--- config.mk ---
export PLATFORM = sky130hd
export DESIGN_NAME = hazard_scoreboard_flat
export DESIGN_NICKNAME = d
export VERILOG_FILES = /design/src/rtl/hazard_scoreboard_if.sv /design/src/rtl/hazard_scoreboard.sv /design/src/flat_wrapper.sv
export SDC_FILE = /design/constraint.sdc
export NUM_CORES = 1
export LEC_CHECK = 0
export ABC_AREA = 1
export CAP_MARGIN = 20
export CORE_MARGIN = 5
export CORE_UTILIZATION = 25
export CTS_CLUSTER_SIZE = 24
export DETAILED_ROUTE_END_ITERATION = 10
export PLACE_DENSITY_LB_ADDON = 0.3
export SLEW_MARGIN = 40
export SYNTH_ARGS = -nofsm -noshare
export SYNTH_HDL_FRONTEND = slang
export SYNTH_SLANG_ARGS = --single-unit
--- constraint.sdc ---
create_clock -name clk -period 1.61 [get_ports clk]
set_input_delay 0.161 -clock clk [delete_from_list [all_inputs] [get_ports clk]]
set_output_delay 0.161 -clock clk [all_outputs]
set_load 0.01 [all_outputs]
--- src/rtl/hazard_scoreboard_if.sv ---
// Bus between the pipeline and the hazard scoreboard.
// The pipeline (master) drives the ID-stage decode and the EX redirect.
// The scoreboard (slave) returns the stall, flush and forwarding controls.
interface hazard_scoreboard_if #(
  parameter int unsigned RW = 5,
  parameter int unsigned SW = 2,
  parameter int unsigned CW = 32
);
  logic          id_valid;
  logic [RW-1:0] id_rs;
  logic [RW-1:0] id_rt;
  logic          id_use_rs;
  logic          id_use_rt;
  logic          id_wr_en;
  logic [RW-1:0] id_wr_reg;
  logic          id_is_load;
  logic          id_is_md;
  logic          ex_redirect;

  logic          stall;
  logic          bubble_ex;
  logic          hold_ex;
  logic          bubble_mem;
  logic          flush_if;
  logic [SW-1:0] fwd_a;
  logic [SW-1:0] fwd_b;
  logic          wb_byp_a;
  logic          wb_byp_b;
  logic          md_busy;
  logic [CW-1:0] stall_cnt;

  modport master (
    output id_valid, id_rs, id_rt, id_use_rs, id_use_rt, id_wr_en, id_wr_reg,
           id_is_load, id_is_md, ex_redirect,
    input  stall, bubble_ex, hold_ex, bubble_mem, flush_if, fwd_a, fwd_b,
           wb_byp_a, wb_byp_b, md_busy, stall_cnt
  );

  modport slave (
    input  id_valid, id_rs, id_rt, id_use_rs, id_use_rt, id_wr_en, id_wr_reg,
           id_is_load, id_is_md, ex_redirect,
    output stall, bubble_ex, hold_ex, bubble_mem, flush_if, fwd_a, fwd_b,
           wb_byp_a, wb_byp_b, md_busy, stall_cnt
  );
endinterface

--- src/rtl/hazard_scoreboard.sv ---
// Hazard, forwarding and flush controller for the pipelined MIPS core.
// Every in-flight instruction from EX (stage 0) to WB (stage NSTAGE-1) is
// tracked. Forward selects, load-use stalls, redirect flushes, WB
// write-through bypasses, multi-cycle EX holds and a saturating stall
// counter are all derived from that record.
module hazard_scoreboard #(
  parameter int unsigned NSTAGE     = 3,
  parameter int unsigned RW         = 5,
  parameter int unsigned LOAD_STAGE = 2,
  parameter int unsigned MDLAT      = 4,
  parameter int unsigned CW         = 32,
  parameter int unsigned SW         = $clog2(NSTAGE)
) (
  input logic               clk,
  input logic               reset,
  hazard_scoreboard_if.slave bus
);

  localparam int unsigned MW = (MDLAT > 1) ? $clog2(MDLAT) : 1;
  localparam logic [MW-1:0] MD_INIT = MW'(MDLAT - 1);

  typedef struct packed {
    logic          v;
    logic          we;
    logic [RW-1:0] rd;
    logic          ld;
    logic          md;
    logic [RW-1:0] rs;
    logic [RW-1:0] rt;
    logic          urs;
    logic          urt;
  } entry_t;

  entry_t        stage_q [NSTAGE];
  entry_t        stage_d [NSTAGE];
  entry_t        id_entry;
  logic [MW-1:0] md_cnt_q, md_cnt_d;
  logic [CW-1:0] stall_cnt_q, stall_cnt_d;

  logic          md_busy_int;
  logic          load_use;
  logic          stall_int, bubble_ex_int, hold_ex_int, bubble_mem_int, flush_if_int;
  logic [SW-1:0] fwd_a_int, fwd_b_int;
  logic          wb_byp_a_int, wb_byp_b_int;

  function automatic logic writer(entry_t e);
    return e.v & e.we & (e.rd != '0);
  endfunction

  // Package the ID-stage decode into a tracking entry.
  always_comb begin
    id_entry     = '0;
    id_entry.v   = bus.id_valid;
    id_entry.we  = bus.id_wr_en;
    id_entry.rd  = bus.id_wr_reg;
    id_entry.ld  = bus.id_is_load;
    id_entry.md  = bus.id_is_md;
    id_entry.rs  = bus.id_rs;
    id_entry.rt  = bus.id_rt;
    id_entry.urs = bus.id_use_rs;
    id_entry.urt = bus.id_use_rt;
  end

  // Hazard detection and prioritised pipeline control.
  always_comb begin
    md_busy_int = stage_q[0].v & stage_q[0].md & (md_cnt_q != '0);

    // A load is unsafe if it will still sit below LOAD_STAGE once the ID
    // instruction reaches EX.
    load_use = 1'b0;
    for (int unsigned j = 0; (j + 1 < LOAD_STAGE) && (j < NSTAGE); j++) begin
      if (stage_q[j].ld && writer(stage_q[j]) &&
          ((bus.id_use_rs && (stage_q[j].rd == bus.id_rs)) ||
           (bus.id_use_rt && (stage_q[j].rd == bus.id_rt)))) begin
        load_use = 1'b1;
      end
    end
    load_use = load_use & bus.id_valid;

    stall_int      = 1'b0;
    bubble_ex_int  = 1'b0;
    hold_ex_int    = 1'b0;
    bubble_mem_int = 1'b0;
    flush_if_int   = 1'b0;
    if (md_busy_int) begin
      stall_int      = 1'b1;
      hold_ex_int    = 1'b1;
      bubble_mem_int = 1'b1;
    end else if (bus.ex_redirect) begin
      flush_if_int  = 1'b1;
      bubble_ex_int = 1'b1;
    end else if (load_use) begin
      stall_int     = 1'b1;
      bubble_ex_int = 1'b1;
    end
  end

  // Forward selects for the EX instruction; descending scan keeps the youngest.
  always_comb begin
    fwd_a_int = '0;
    fwd_b_int = '0;
    for (int k = NSTAGE - 1; k >= 1; k--) begin
      if (writer(stage_q[k]) && stage_q[0].urs && (stage_q[k].rd == stage_q[0].rs)) begin
        fwd_a_int = SW'(k);
      end
      if (writer(stage_q[k]) && stage_q[0].urt && (stage_q[k].rd == stage_q[0].rt)) begin
        fwd_b_int = SW'(k);
      end
    end
    wb_byp_a_int = bus.id_use_rs & writer(stage_q[NSTAGE-1]) &
                   (stage_q[NSTAGE-1].rd == bus.id_rs);
    wb_byp_b_int = bus.id_use_rt & writer(stage_q[NSTAGE-1]) &
                   (stage_q[NSTAGE-1].rd == bus.id_rt);
  end

  // Next state: stage shift, multi-cycle countdown and stall counter.
  always_comb begin
    for (int k = 0; k < NSTAGE; k++) begin
      stage_d[k] = stage_q[k];
    end
    md_cnt_d    = md_cnt_q;
    stall_cnt_d = stall_cnt_q;

    if (md_busy_int) begin
      // EX holds the multi-cycle op; MEM receives a bubble.
      stage_d[1] = '0;
    end else begin
      stage_d[0] = (bubble_ex_int || !bus.id_valid) ? '0 : id_entry;
      stage_d[1] = stage_q[0];
    end
    for (int k = 2; k < NSTAGE; k++) begin
      stage_d[k] = stage_q[k-1];
    end

    if (!md_busy_int && !bubble_ex_int && bus.id_valid && bus.id_is_md) begin
      md_cnt_d = MD_INIT;
    end else if (md_cnt_q != '0) begin
      md_cnt_d = md_cnt_q - MW'(1);
    end

    if (stall_int && (stall_cnt_q != '1)) begin
      stall_cnt_d = stall_cnt_q + CW'(1);
    end
  end

  // State registers with synchronous active-low reset.
  always_ff @(posedge clk) begin
    if (!reset) begin
      for (int k = 0; k < NSTAGE; k++) begin
        stage_q[k] <= '0;
      end
      md_cnt_q    <= '0;
      stall_cnt_q <= '0;
    end else begin
      for (int k = 0; k < NSTAGE; k++) begin
        stage_q[k] <= stage_d[k];
      end
      md_cnt_q    <= md_cnt_d;
      stall_cnt_q <= stall_cnt_d;
    end
  end

  // Outputs are forced low while reset is held.
  always_comb begin
    bus.stall      = reset & stall_int;
    bus.bubble_ex  = reset & bubble_ex_int;
    bus.hold_ex    = reset & hold_ex_int;
    bus.bubble_mem = reset & bubble_mem_int;
    bus.flush_if   = reset & flush_if_int;
    bus.md_busy    = reset & md_busy_int;
    bus.wb_byp_a   = reset & wb_byp_a_int;
    bus.wb_byp_b   = reset & wb_byp_b_int;
    bus.fwd_a      = reset ? fwd_a_int : '0;
    bus.fwd_b      = reset ? fwd_b_int : '0;
    bus.stall_cnt  = reset ? stall_cnt_q : '0;
  end

endmodule

--- src/flat_wrapper.sv ---
// flat-port wrapper written by rule: the top's interface ports become plain ports
module hazard_scoreboard_flat 
#(
  parameter int unsigned NSTAGE     = 3,
  parameter int unsigned RW         = 5,
  parameter int unsigned LOAD_STAGE = 2,
  parameter int unsigned MDLAT      = 4,
  parameter int unsigned CW         = 32,
  parameter int unsigned SW         = $clog2(NSTAGE)
)
  (clk, reset, bus_id_valid, bus_id_rs, bus_id_rt, bus_id_use_rs, bus_id_use_rt, bus_id_wr_en, bus_id_wr_reg, bus_id_is_load, bus_id_is_md, bus_ex_redirect, bus_stall, bus_bubble_ex, bus_hold_ex, bus_bubble_mem, bus_flush_if, bus_fwd_a, bus_fwd_b, bus_wb_byp_a, bus_wb_byp_b, bus_md_busy, bus_stall_cnt);
  hazard_scoreboard_if #(.RW(RW), .SW(SW), .CW(CW)) bus_i ();
  input logic clk;
  input logic reset;
  input wire logic [$bits(bus_i.id_valid)-1:0] bus_id_valid;
  input wire logic [$bits(bus_i.id_rs)-1:0] bus_id_rs;
  input wire logic [$bits(bus_i.id_rt)-1:0] bus_id_rt;
  input wire logic [$bits(bus_i.id_use_rs)-1:0] bus_id_use_rs;
  input wire logic [$bits(bus_i.id_use_rt)-1:0] bus_id_use_rt;
  input wire logic [$bits(bus_i.id_wr_en)-1:0] bus_id_wr_en;
  input wire logic [$bits(bus_i.id_wr_reg)-1:0] bus_id_wr_reg;
  input wire logic [$bits(bus_i.id_is_load)-1:0] bus_id_is_load;
  input wire logic [$bits(bus_i.id_is_md)-1:0] bus_id_is_md;
  input wire logic [$bits(bus_i.ex_redirect)-1:0] bus_ex_redirect;
  output wire logic [$bits(bus_i.stall)-1:0] bus_stall;
  output wire logic [$bits(bus_i.bubble_ex)-1:0] bus_bubble_ex;
  output wire logic [$bits(bus_i.hold_ex)-1:0] bus_hold_ex;
  output wire logic [$bits(bus_i.bubble_mem)-1:0] bus_bubble_mem;
  output wire logic [$bits(bus_i.flush_if)-1:0] bus_flush_if;
  output wire logic [$bits(bus_i.fwd_a)-1:0] bus_fwd_a;
  output wire logic [$bits(bus_i.fwd_b)-1:0] bus_fwd_b;
  output wire logic [$bits(bus_i.wb_byp_a)-1:0] bus_wb_byp_a;
  output wire logic [$bits(bus_i.wb_byp_b)-1:0] bus_wb_byp_b;
  output wire logic [$bits(bus_i.md_busy)-1:0] bus_md_busy;
  output wire logic [$bits(bus_i.stall_cnt)-1:0] bus_stall_cnt;
  assign bus_i.id_valid = bus_id_valid;
  assign bus_i.id_rs = bus_id_rs;
  assign bus_i.id_rt = bus_id_rt;
  assign bus_i.id_use_rs = bus_id_use_rs;
  assign bus_i.id_use_rt = bus_id_use_rt;
  assign bus_i.id_wr_en = bus_id_wr_en;
  assign bus_i.id_wr_reg = bus_id_wr_reg;
  assign bus_i.id_is_load = bus_id_is_load;
  assign bus_i.id_is_md = bus_id_is_md;
  assign bus_i.ex_redirect = bus_ex_redirect;
  assign bus_stall = bus_i.stall;
  assign bus_bubble_ex = bus_i.bubble_ex;
  assign bus_hold_ex = bus_i.hold_ex;
  assign bus_bubble_mem = bus_i.bubble_mem;
  assign bus_flush_if = bus_i.flush_if;
  assign bus_fwd_a = bus_i.fwd_a;
  assign bus_fwd_b = bus_i.fwd_b;
  assign bus_wb_byp_a = bus_i.wb_byp_a;
  assign bus_wb_byp_b = bus_i.wb_byp_b;
  assign bus_md_busy = bus_i.md_busy;
  assign bus_stall_cnt = bus_i.stall_cnt;
  hazard_scoreboard #(.NSTAGE(NSTAGE), .RW(RW), .LOAD_STAGE(LOAD_STAGE), .MDLAT(MDLAT), .CW(CW), .SW(SW)) u_core (.clk(clk), .reset(reset), .bus(bus_i));
endmodule
## Word-level counts from Yosys, hierarchy flattened

Memory sizes are Yosys's and may differ from the RTL's.
Index checks and enable logic that the tools add are counted.

- Bits in registers: 34
- Bits in writable memories: 63
- Memories: 1

Memories:

| memory | depth | bits a word | rd ports | clocked after memory_dff | wr ports | line | text |
|---|---|---|---|---|---|---|---|
| u_core.stage_q | 3 | 21 | 3 | 0 | 3 | hazard_scoreboard.sv:34 | `entry_t stage_q [NSTAGE];` |

- Add/sub/neg operators: 2
- Equality and inequality tests: 9
- Multiplexer cells: 26
- Bitwise gates (word level): 23
- Reduce and logical (&&, ||, !) cells: 26

Operator list:

| operator | count |
|---|---|
| 21-bit 2-to-1 mux | 6 |
| 5-bit equality test | 8 |
| 32-bit by 1-bit adder with 32-bit output, second input constant | 1 |
| 32-bit 2-to-1 mux | 1 |
| 32-bit != test, second input constant | 1 |
| 1-bit AND | 20 |
| 1-bit logical AND | 16 |
| 2-bit 2-to-1 mux | 8 |
| 5-bit nonzero test | 3 |
| 1-bit 2-to-1 mux | 11 |
| 2-bit nonzero test | 2 |
| 1-bit zero test | 3 |
| 1-bit bitwise OR | 3 |
| 1-bit logical OR | 2 |
| 2-bit by 1-bit subtractor with 2-bit output, second input constant | 1 |

## Logic depth before layout (Yosys ltp)

- Depth in word-level cells: 14
- Depth in mapped cells: 12
- Depth with buffers taken out: 11

## Least setup slack after synthesis

OpenSTA, ideal clock, no wires.

- Kind: reg-to-reg
- Start: register u_core.md_cnt_q[0]
- End: memory u_core.stage_q[0][19] (netlist bit)
- Data arrival time: 1.693 ns
- Data required time: 1.535 ns
- Path slack: -0.158 ns
- Stages on the path, launching flop included: 9
- Buffers on the path: 1
- Clock period less this slack: 1.768 ns
- Cell sequence: dfxtp_1 inv_1 ha_1 inv_1 nand3_1 nor2_1 inv_1 buf_2 o22ai_1

RTL lines:

| element | line | text |
|---|---|---|
| from (decl) | hazard_scoreboard.sv:37 | `logic [MW-1:0] md_cnt_q, md_cnt_d;` |
| from (signal assigned) | hazard_scoreboard.sv:158 | `md_cnt_q <= md_cnt_d;` |
| to (decl) | hazard_scoreboard.sv:34 |  |

==> results.cfg <==
[placement]
postPlaceCellArea_sq_mm = 0.00616
place_hpwl_mm = 10.6
port-buffer-count = 67
place_congestion = 0.880
dp.cells = 1063
place_ws_ns = -0.568

[timing]
holdWs_ns = 0.127
setup-violations-final = 49
rsz0062_at_grt = true
worst_clock_skew_ns = 0.00794
slew_headroom_pct = 63.2
tightest_slew_ns = 0.553
slew_violations = 0
tns_ns = -3.64
fin_ws_ns = -0.174
post-route-min-period_ns = 1.78
period_share_pct = 111
max_freq_mhz = 561
hold_viol = 0

[setup_path]
critPathBufInv = 1
arrival_ns = 1.62
path_class = flop to output port
r2r_end = u_core.stall_cnt_q[15]
slowest_stage = dfxtp_4
cp_top_family = simple AND/OR/NAND/NOR gates
critPathCaptureType = output port
ff2ff_path_depth = 12
cp.required_ns = 1.45
critPathLaunch = u_core.stage_q[0][37]
r2r_slack_ns = -0.10
crit_path_cell_trace = xnor2_1 > nand3_1 > nor4_2 > nand2_1 > nor2_2 > buf_2
worst_r2r_startpoint = u_core.stage_q[0][15]
crit_fanout = 3
cp-start-kind = flop
critPathMaxStageDelay_ns = 0.36

[job]
maxCapViolations = 0

[grt]
grt_max_degree = 35
grt_first_pass_wirelength_mm = 24.6
grt_overflow_total = 0
grt_pass1_vias = 4918
antenna_found_initial = 1
grtUsageTotal_pct = 15.0

[cells_and_area]
seqCellArea_sq_mm = 0.00144
final_cell_mix = 167 x nand2_1, 117 x buf_4, 86 x inv_1
layout_commonest_cell = nand2_1
final_core_util_pct = 44.2
nNetsFinal = 920
antenna_cells_inserted = 0
multi_input_area_sq_mm = 0.00317
fin_cells = 1123
drive_gt1_share_pct = 45.5
area_growth_pct = 72.6
fin_area_sq_mm = 0.00770
nFillCells = 1729

[clock_network]
clock_tree.buffer_depth = 2
cts_buffers = 9
root_buffer = clkbuf_16
cts-hold-fix-buffers = 0
tritoncts = done
clk_pin_slew_ns = 0.06
cts_num_sinks = 69
clock_latency_ns = 0.34
htree_levels = 3

[die]
die_w_um = 144
std_cell_rows = 48
die_area_sq_mm = 0.0206
initial_core_util_pct = 25.6
io_pins = 68
core_area_sq_mm = 0.0174
die_h_um = 144

[detailed_routing]
wl_per_cell_um = 14.7
vias = 5196
viasPerCell = 4.63
ant_nets = 0
dr.first_iter.drc_count = 338
route.detailed.drc = 0
first_pass_iters = 5
drt_wl_total_mm = 16.5

[hold_path]
min_to = u_core.stage_q[0][59]
hold_path_class = input pin to flop
hold_start = reset
holdPathStages = 3

[logic_synthesis]
syn-cell-area_sq_mm = 0.00446
ys_seq_area_share_pct = 31.0
synth_cells = 680
synth_fp_nets = 706
yosysWarnings = 0
ys_ff_latch = 69
synth_top_area_cell = dfxtp_1
yosysUniqueCellTypes = 34
synth_top_area_share_pct = 31.0
syn_area_per_cell_sq_um = 6.56
synthTopCellsByArea = dfxtp_1 31%, nand2_1 15%, inv_1 8.7%, nand3_1 6.3%, a21oi_2 5.9%

[power_and_ir_drop]
post-layout-total-power_mw = 4.38
ir_worst_vdd_v = 0.000494
leakage_nw = 3.57
p_per_area_mw_per_mm2 = 568

[run_status]
status = finished with violations
violations = negative setup slack
synthesized netlist by cell type:
master     count
nand2_1      175
inv_1        104
dfxtp_1       69
nor2_1        61
nand3_1       56
nand2_2       33
a21oi_2       30
o22ai_1       23
xor2_1        17
o21ai_0       15
nor3_1        11
a21oi_1        9
nand3b_1       9
buf_2          8
clkbuf_1       7
buf_4          6
nand4_1        6
xnor2_1        6
inv_2          5
a221oi_1       4
nor3_2         4
buf_12         3
nor2_4         3
buf_1          2
ha_1           2
nor2_2         2
nor4_1         2
o211ai_1       2
a2111oi_0      1
and2_1         1
clkinv_1       1
nand2_4        1
nand2_8        1
o2111ai_1      1
cell families after synthesis:
group | Yosys count | share of synthesized area [%]
xor+xnor | 23 | 4.51
compound gates | 85 | 13.3
simple gates | 365 | 37.4
buf+inv | 136 | 13.3
flops | 69 | 31.0
fa+ha+maj | 2 | 0.561
power by group:
| group | total (mW) | internal, mW | switching, mW |
|---|---|---|---|
| Clock | 1.87 | 1.08 | 0.795 |
| Sequential | 1.78 | 1.75 | 0.0346 |
| Combinational | 0.722 | 0.389 | 0.333 |
flip-flops by register name, indices dropped and copies added, names as in the netlist:
name                cells
u_core.stall_cnt_q     32
u_core.md_cnt_q         2
u_core.stage_q         35
worst min-delay path, cell delays in order:
cell and delay (ns):
buf_2 0.17, nand2_1 0.07, inv_1 0.03
layer usage:
metal / up-vias / track usage, % / part of all wire, %
met5: - / 0 / 0
met1: 2430 / 19.4 / 45
met3: 30 / 2.86 / 4.6
met4: 0 / 4.91 / 2.4
li1: 2601 / - / -
met2: 135 / 25.1 / 47
worst max path at each step:
| stage | to | slack (ns) | cells past startpoint |
|---|---|---|---|
| detailed placement | bus_wb_byp_a | -0.57 | 6 |
| global placement | bus_wb_byp_a | -0.59 | 6 |
| CTS | bus_fwd_b[0] | -0.30 | 9 |
| floorplan | u_core.stall_cnt_q[10] | 0.03 | 9 |
| global route | bus_stall | -0.25 | 7 |
| finish | bus_fwd_a[0] | -0.17 | 6 |
area by class of cell:
class                   count  area share [%]
flip-flops and latches     69            18.7
well taps                 225            3.65
multi-input cells         479            41.2
clock buffers              10            3.10
clock inverters             5           0.487
repair buffers            225            27.3
inverters                 110            5.62
repair_timing:
item | CTS | global route
pin swaps | 32 | 64
gates resized for setup | 197 | 115
endpoints found under the setup margin | 86 | 73
cloned | 6 | 6
buffers inserted | 33 | 7
Note: power is estimated with default switching activity, not from simulation.
